===== src/rtl/banco_pkg.sv =====
`default_nettype none
// ============================================================================
// Module      : banco_pkg
// Description : Shared defaults, address-width helper and the zero-register
//               address for the parametrised register file.
// Revision    : 1.0 - initial release
// ============================================================================
package banco_pkg;

    localparam int LARGURA_PADRAO  = 32;
    localparam int NUM_REG_PADRAO  = 32;
    localparam int NUM_LEIT_PADRAO = 2;
    localparam int REG_ZERO        = 0;

    function automatic int calc_end(input int num_reg);
        return $clog2(num_reg);
    endfunction

endpackage : banco_pkg
`default_nettype wire


===== src/rtl/placar_registradores.sv =====
`default_nettype none
// ============================================================================
// Module      : placar_registradores
// Description : Pending-write scoreboard with reserve-over-clear priority and
//               a registered popcount of outstanding reservations.
// Revision    : 1.0 - initial release
// ============================================================================
module placar_registradores
    import banco_pkg::*;
#(
    parameter int NUM_REG = NUM_REG_PADRAO,
    localparam int END    = calc_end(NUM_REG)
) (
    input  logic               clk,
    input  logic               rst_n,
    input  logic               escrita,
    input  logic [END-1:0]     destino,
    input  logic               reserva,
    input  logic [END-1:0]     reserva_destino,
    output logic [NUM_REG-1:0] placar,
    output logic [END:0]       contador_pendentes
);

    logic [NUM_REG-1:0] placar_q;
    logic [NUM_REG-1:0] placar_d;
    logic [END:0]       contador_q;
    logic [END:0]       contador_d;

    // The reservation is applied last so a new producer supersedes a
    // completing one on the same register.
    always_comb begin
        placar_d = placar_q;
        if (escrita && (destino != END'(REG_ZERO)))
            placar_d[destino] = 1'b0;
        if (reserva && (reserva_destino != END'(REG_ZERO)))
            placar_d[reserva_destino] = 1'b1;
        placar_d[0] = 1'b0;
    end

    always_comb begin
        contador_d = '0;
        for (int i = 1; i < NUM_REG; i++)
            contador_d = contador_d + {{END{1'b0}}, placar_d[i]};
    end

    always_ff @(posedge clk or negedge rst_n) begin
        if (!rst_n) begin
            placar_q   <= '0;
            contador_q <= '0;
        end else begin
            placar_q   <= placar_d;
            contador_q <= contador_d;
        end
    end

    assign placar             = placar_q;
    assign contador_pendentes = contador_q;

endmodule : placar_registradores
`default_nettype wire


===== src/rtl/banco_registradores_param.sv =====
`default_nettype none
// ============================================================================
// Module      : banco_registradores_param
// Description : Parametrised register file, multi-port combinational reads,
//               r0 hard-wired to zero, pending-write scoreboard.
//               Optional write-to-read bypass: BANCO_BYPASS_EN.
// Revision    : 1.0 - initial release
// ============================================================================
module banco_registradores_param
    import banco_pkg::*;
#(
    parameter int LARGURA  = LARGURA_PADRAO,
    parameter int NUM_REG  = NUM_REG_PADRAO,
    parameter int NUM_LEIT = NUM_LEIT_PADRAO,
    localparam int END     = calc_end(NUM_REG)
) (
    input  logic                        clk,
    input  logic                        rst_n,
    input  logic [NUM_LEIT*END-1:0]     origem,
    output logic [NUM_LEIT*LARGURA-1:0] dado_saida,
    output logic [NUM_LEIT-1:0]         pendente,
    input  logic                        escrita,
    input  logic [END-1:0]              destino,
    input  logic [LARGURA-1:0]          dado_entrada,
    input  logic                        reserva,
    input  logic [END-1:0]              reserva_destino,
    output logic [END:0]                contador_pendentes
);

    logic [LARGURA-1:0] banco_q [NUM_REG];
    logic [NUM_REG-1:0] placar;

    // Entry 0 is reset and never written, so it always holds zero.
    always_ff @(posedge clk or negedge rst_n) begin
        if (!rst_n) begin
            for (int i = 0; i < NUM_REG; i++)
                banco_q[i] <= '0;
        end else if (escrita && (destino != END'(REG_ZERO))) begin
            banco_q[destino] <= dado_entrada;
        end
    end

    placar_registradores #(
        .NUM_REG (NUM_REG)
    ) u_placar (
        .clk                (clk),
        .rst_n              (rst_n),
        .escrita            (escrita),
        .destino            (destino),
        .reserva            (reserva),
        .reserva_destino    (reserva_destino),
        .placar             (placar),
        .contador_pendentes (contador_pendentes)
    );

    for (genvar k = 0; k < NUM_LEIT; k++) begin : g_leitura
        logic [END-1:0] end_k;
        logic           ler_zero;

        assign end_k    = origem[k*END +: END];
        assign ler_zero = (end_k == END'(REG_ZERO));

`ifdef BANCO_BYPASS_EN
        logic bypass;
        assign bypass = escrita && !ler_zero && (destino == end_k);

        assign dado_saida[k*LARGURA +: LARGURA] = ler_zero ? '0 :
                                                  bypass   ? dado_entrada :
                                                             banco_q[end_k];
        assign pendente[k] = !ler_zero && !bypass && placar[end_k];
`else
        assign dado_saida[k*LARGURA +: LARGURA] = ler_zero ? '0 : banco_q[end_k];
        assign pendente[k] = !ler_zero && placar[end_k];
`endif
    end

endmodule : banco_registradores_param
`default_nettype wire


===== config.mk =====
export PLATFORM = sky130hd
export DESIGN_NAME = banco_registradores_param
export DESIGN_NICKNAME = d
export VERILOG_FILES = /design/src/rtl/banco_pkg.sv /design/src/rtl/placar_registradores.sv /design/src/rtl/banco_registradores_param.sv
export SDC_FILE = /design/constraint.sdc
export NUM_CORES = 2
export LEC_CHECK = 0
export BUFFER_PORTS_ARGS = -buffer_cell sky130_fd_sc_hd__buf_2
export CAP_MARGIN = 25
export CORE_ASPECT_RATIO = 1.1
export CORE_MARGIN = 5
export CORE_UTILIZATION = 55
export CTS_CLUSTER_DIAMETER = 100
export CTS_CLUSTER_SIZE = 10
export DETAILED_ROUTE_END_ITERATION = 10
export GPL_TIMING_DRIVEN = 0
export PLACE_DENSITY = 0.81
export SETUP_SLACK_MARGIN = 0.02
export SYNTH_ARGS = -nofsm -noshare
export SYNTH_HDL_FRONTEND = slang
export SYNTH_SLANG_ARGS = --single-unit

===== constraint.sdc =====
create_clock -name clk -period 4.98 [get_ports clk]
set_input_delay 0.747 -clock clk [delete_from_list [all_inputs] [get_ports clk]]
set_output_delay 0.747 -clock clk [all_outputs]
set_load 0.05 [all_outputs]

* Yosys cells after proc, flatten, opt, wreduce, memory -nomap -nowiden
Cells that the tools add are included.
Word-level totals: logic and storage cells 114, bits in read-only memories 0, memory bits (writable) 0, memories kept 0, input port bits 56, register bits after elaboration 1061, bits in latches 0, output and inout bits 72
Cells by class: reduce and logical (&&, ||, !) cells 13, $mul 0, shift-type cells 0, equal/unequal tests 0, div/mod/pow operators 0, bitwise operators 6, add/subtract/negate cells 30, multiplexer cells 21, $lt $le $gt $ge 10
Operators with widths (count):
- $bwmux 1024 | 1
- $bmux 32 s5 | 2
- $mux 32 | 9
- $add 6x1->6 | 29
- $demux 32 s5 | 1
- $and 32x32->32 | 1
- $not 32->32 | 1
- $or 32x32->32 | 1
- $lt 5x6->1 const B | 4
- $ge 6x6->1 const B | 3
- $not 5->6 | 3
- $bmux 1 s5 | 2
- $demux 1 s5 | 2
- $ge 5x1->1 const B | 2
- $logic_not 5->1 | 2
- $reduce_bool 5->1 | 2
- $logic_and 1x1->1 | 7
- $lt 6x1->1 const B | 1
- $mux 1 | 4
- $add 1x1->2 | 1
- $logic_not 1->1 | 2

* Longest topological paths before layout
depth after elaboration 39, depth in mapped cells 23, depth with buffers taken out 21

* Hierarchy
A second synthesis with hierarchy kept.
Unflattened totals: cells, all modules 4024, area total of the unflattened synthesis 57264.9 um^2
Modules (own cells, without submodules):
- banco_registradores_param | times used 1, cells an instance 3801, seq. area each 25624.6 um^2, area an instance 54925.2 um^2
- placar_registradores | times used 1, cells an instance 223, seq. area each 925.9 um^2, area an instance 2339.7 um^2

* Least setup slack after synthesis
No wires, ideal clock.
path kind input port to flip-flop, start point in destino[1], end point reg u_placar.contador_q[4], in the netlist u_placar.contador_pendentes[4], library setup time 123 ps, path buffers 3, data required time 4857 ps, slack -1323 ps, stages 22, arrival time 6181 ps, cells stage by stage clkbuf_1 and3b_1 clkbuf_1 nand2_1 buf_1 a32o_1 ha_1 inv_1 fa_1 fa_1 inv_1 fa_1 fa_1 fa_1 fa_1 ha_1 inv_1 fa_1 inv_1 a21o_1 a21oi_1 xnor2_1
Between the ends: longest elaborated chain between the ends 39, elaborated cells on any way between the ends 42, classes of those cells 30 x add/sub; 2 x order compare; 4 x mux; 3 x bitwise; 3 x reduce/logical
Ends and longest elaborated chain:
- start: declaration | line banco_registradores_param.sv:23 | input logic [END-1:0] destino,
- $lt 5x6->1 (implied by the code) / $ge 5x1->1 (equally long branches) | line placar_registradores.sv:34 | placar_d[destino] = 1'b0;
- $logic_and 1x1->1 (implied by the code) | line placar_registradores.sv:34
- $mux 1 (implied by the code) | line placar_registradores.sv:34
- $demux 1 s5
- $not 32->32 (no source line)
- $and 32x32->32 (no source line)
- $mux 32 (*) | line placar_registradores.sv:33 | if (escrita && (destino != END'(REG_ZERO)))
- $or 32x32->32 (no source line)
- $mux 32 (*) | line placar_registradores.sv:35 | if (reserva && (reserva_destino != END'(REG_ZERO)))
- named net u_placar.placar_d[2] | line placar_registradores.sv:25 | logic [NUM_REG-1:0] placar_d;
- $add 1x1->2 (*) | line placar_registradores.sv:43 | contador_d = contador_d + {{END{1'b0}}, placar_d[i]};
- $add 6x1->6 (*) (29 in a row) | line placar_registradores.sv:43
- named net u_placar.contador_d[4] | line placar_registradores.sv:27 | logic [END:0] contador_d;
- end signal: assignment | line placar_registradores.sv:52 | contador_q <= contador_d;
- end: declaration | line placar_registradores.sv:26 | logic [END:0] contador_q;
The timed path passes the listed nets; every way through them passes the cells marked *. A chain may end at the register's enable or synchronous reset.

* Worst setup path in the final report
start point in destino[0], end point reg u_placar.contador_q[4], in the netlist u_placar.contador_pendentes[4]
The elaborated chain is that of the path after synthesis.

==> results.ini <==
[setup_path]
crit_path_end_kind = flop
critPathMostFrequentCell = fa_2
startpoint = destino[0]
critical_path_class = primary input to flop
cpMaxStageDelayCell = fa_2
worst-path-max-fanout = 6
cp.arrival_ps = 5980
cp_slowest_stage_delay_ps = 550
timing.rr.start = u_placar.placar[2]
cp_cell_sequence = buf_4 > and3b_2 > buf_8 > nand2_8 > a32o_2 > ha_4 > inv_2 > fa_1 > fa_2 > inv_2 > fa_2 > fa_2 > fa_1 > fa_1 > ha_2 > inv_2 > fa_2 > inv_1 > a21o_1 > a21oi_2 > xnor2_1
cp.required_ps = 5600
cp-start-kind = primary input

[die]
die_h_um = 349.0
start_util_pct = 55.37
core-area_sq_um = 103800
design.die.area_sq_um = 111100
ioPinCount = 128
die_x_um = 318.2
rows = 124

[synthesis]
synth_edf_count = 0
netlist_instances = 3789
synthFlopType = dfrtp_1
synthArstFlopShare_pct = 100.0
syn_area_sq_um = 57470
syn_nets = 3877
yosysSeqAreaShare_pct = 46.20
synth-warning-count = 0
ys_ff_latch = 1061
syn_area_per_cell_sq_um = 15.17
synth.distinct_cells = 49

[power_and_ir_drop]
p_leak_uw = 0.02841
switching_power_uw = 9901
intPower_uw = 20100
p_comb_share_pct = 35.6
p_per_area_nw_per_um2 = 466.4
power_frac_seq_pct = 39.0
irDropWorstVdd_v = 0.001106
netSwitchingFraction_pct = 33.00
clkPwrFrac_pct = 25.3

[clock_tree]
cts-root-buf = clkbuf_16
cts_hold_buf = 0
clkSlewWorstSetupHoldPaths_ps = 60
cts_tree = done
cts.path.max_buffers = 3
clkSinkCount = 1061
cts_buffers = 116
ctsHtreeMaxLevel = 3
clock_latency_ps = 720

[min_path]
min_path_type = primary input to asynchronous set/reset pin

[grt]
grt_pass1_wl_mm = 292.0
grt_use_met3_pct = 14.41
grt_max_degree = 170
top_usage_layer = met2
grt_util_met2_pct = 50.74
grt_overflow = 0
antenna_found_initial = 19
grtUsageTotal_pct = 35.97
grt_pass1_vias = 41880
met1_usage_pct = 45.27

[drt]
drtPass1Iterations = 7
wl_per_cell_um = 36.99
drtAntennaViolNets = 0
vias_per_cell = 7.448
drc = 0
wirelength_mm = 202.8
vias = 40830
drt-initial-drc-count = 6319

[run_status]
violations = negative setup slack
outcome = finished with violations

[placed_design]
place_area_sq_um = 60180
hpwl_mm = 140.0
port_buffers = 114
place_congestion = 1.012

[final_layout]
area_growth_pct = 11.93
drive_gt1_share_pct = 53.60
layout.nets = 4166
final_util_pct = 61.98
finalInstanceArea_sq_um = 64330
nFillCells = 7422

[sta]
finalCritPeriodShare_pct = 107.7
worstMarginPinSlew_ps = 1392
min_period_ps = 5362
worst_slack_ps = -381.9
skew_ps = 17.91
setup_viol = 34
finalMaxSlewViolations = 0
fmax_mhz = 186.5
max_slew_margin_pct = 6.853
hold_slack_ps = 15.55
timing_hold_violations_final = 0
rsz0062_at_grt = yes

[job]
max-cap-violations = 0

## path summary, 6_finish.rpt
kind	to	slack, ps	depth (start not counted)
min in group clk	banco_q[7]	320	2
hold / removal	banco_q[442]	20	1
hold reg to reg	banco_q[1019]	460	1
setup reg to reg	u_placar.contador_pendentes[4]	-160	17
max in group asynchronous	banco_q[843]	2470	4
setup / recovery	u_placar.contador_pendentes[4]	-380	21
## Yosys cell counts, types with 27 or more instances
library cell	n	area [sq um]
mux4_2	470	10590
mux2_4	112	1682
nand2_1	34	127.6
a22oi_1	70	525.5
inv_1	38	142.6
mux2_2	1028	11580
nand3_1	30	150.1
nor2_1	50	187.7
o21ai_0	44	220.2
dfrtp_1	1061	26550
a221oi_1	96	840.8
buf_1	30	112.6
nor2b_1	35	219.0
nor3_1	27	135.1
mux2i_1	83	830.8
clkbuf_1	257	964.7
buf_2	121	605.6
## repair_timing
| action | CTS | global route |
|---|---|---|
| resized for setup | 106 | 59 |
| pin swaps | 19 | 16 |
| endpoints found under the setup margin | 44 | 35 |
| buffers inserted | 36 | 9 |
| gates cloned | 1 | 0 |
## power by group through the flow
stage	clock network (uW)	registers (uW)	logic, uW
after floorplan	0	11300	6860
after global placement	0	11600	8670
after detailed placement	0	11700	9050
after CTS	7550	11600	10300
after global routing	7900	11900	11400
final	7600	11700	10700
## critical path: cells and delay by family
kind	cells	cell delay [ps]
AND/OR/NAND/NOR	2	330
AO/OA/AOI/OAI	3	460
XOR/XNOR	1	190
adder cells (fa/ha/maj)	9	3790
buffers and inverters	6	460
## layout by cell type, fill, tap and decap left out, types with 12 or more instances in the layout
| cell type | instances |
|---|---|
| dfrtp_1 | 1061 |
| mux2_2 | 1028 |
| mux4_2 | 470 |
| buf_2 | 227 |
| clkbuf_1 | 225 |
| clkbuf_16 | 120 |
| mux2_4 | 112 |
| mux2i_1 | 83 |
| a221oi_1 | 74 |
| a22oi_1 | 61 |
| nor2_1 | 45 |
| o21ai_0 | 44 |
| buf_4 | 41 |
| inv_1 | 33 |
| nor2b_1 | 32 |
| nand3_1 | 30 |
| buf_6 | 28 |
| buf_1 | 26 |
| o22ai_1 | 25 |
| o31a_1 | 25 |
| nor3_1 | 24 |
| nand2_1 | 23 |
| a221oi_2 | 21 |
| clkbuf_2 | 19 |
| fa_1 | 19 |
| buf_8 | 16 |
| a22o_1 | 15 |
| diode_2 | 12 |
## layout make-up
type,count,area (sq um),share of cell area (%)
diodes,12,30.03,0.04668
plain buffers,426,2098,3.262
clock buffers,119,2957,4.596
clock inverters,5,66.31,0.1031
inverters,38,142.6,0.2217
multi-input cells,2255,29340,45.61
flip-flops and latches,1061,26550,41.27
well taps,1386,1734,2.696
repair buffers,180,1409,2.190
## flip-flops by register name (all words and copies together) (netlist names)
signal                       cells
u_placar.contador_pendentes      6
banco_q                       1024
u_placar.placar                 31
## logic make-up (layout without fill, tap and decap cells)
| logic type | count (synthesis) | count (layout) | synth area share, % |
|---|---|---|---|
| compound gates | 308 | 308 | 4.114 |
| xor+xnor | 3 | 3 | 0.04573 |
| fa+ha+maj | 32 | 32 | 0.9971 |
| buf+inv | 473 | 768 | 3.668 |
| flops | 1061 | 1061 | 46.20 |
| mux | 1694 | 1694 | 42.95 |
| other cells | 0 | 12 | 0 |
| simple gates | 218 | 218 | 2.029 |
## per-layer routing
layer / share of wire [%] / routed length, um
met4: 9.5 / 19300
met3: 14 / 28850
met1: 34 / 68820
met2: 42 / 85740
met5: 0.039 / 80
## per-stage QoR
| step | cells | total power, uW | setup WS [ps] | TNS [ps] |
|---|---|---|---|---|
| final | 5482 | 30000 | -381.9 | -3544 |
| after global routing | 5472 | 31170 | -454.8 | -1841 |
| after CTS | 5455 | 29430 | -272.3 | -888.3 |
| after detailed placement | 5300 | 20790 | -1881 | -14460 |
| after global placement | 5289 | 20320 | -19690 | - |
| after floorplan | 3789 | 18180 | -799.8 | -3615 |
Power figures use the tool's default switching activity.
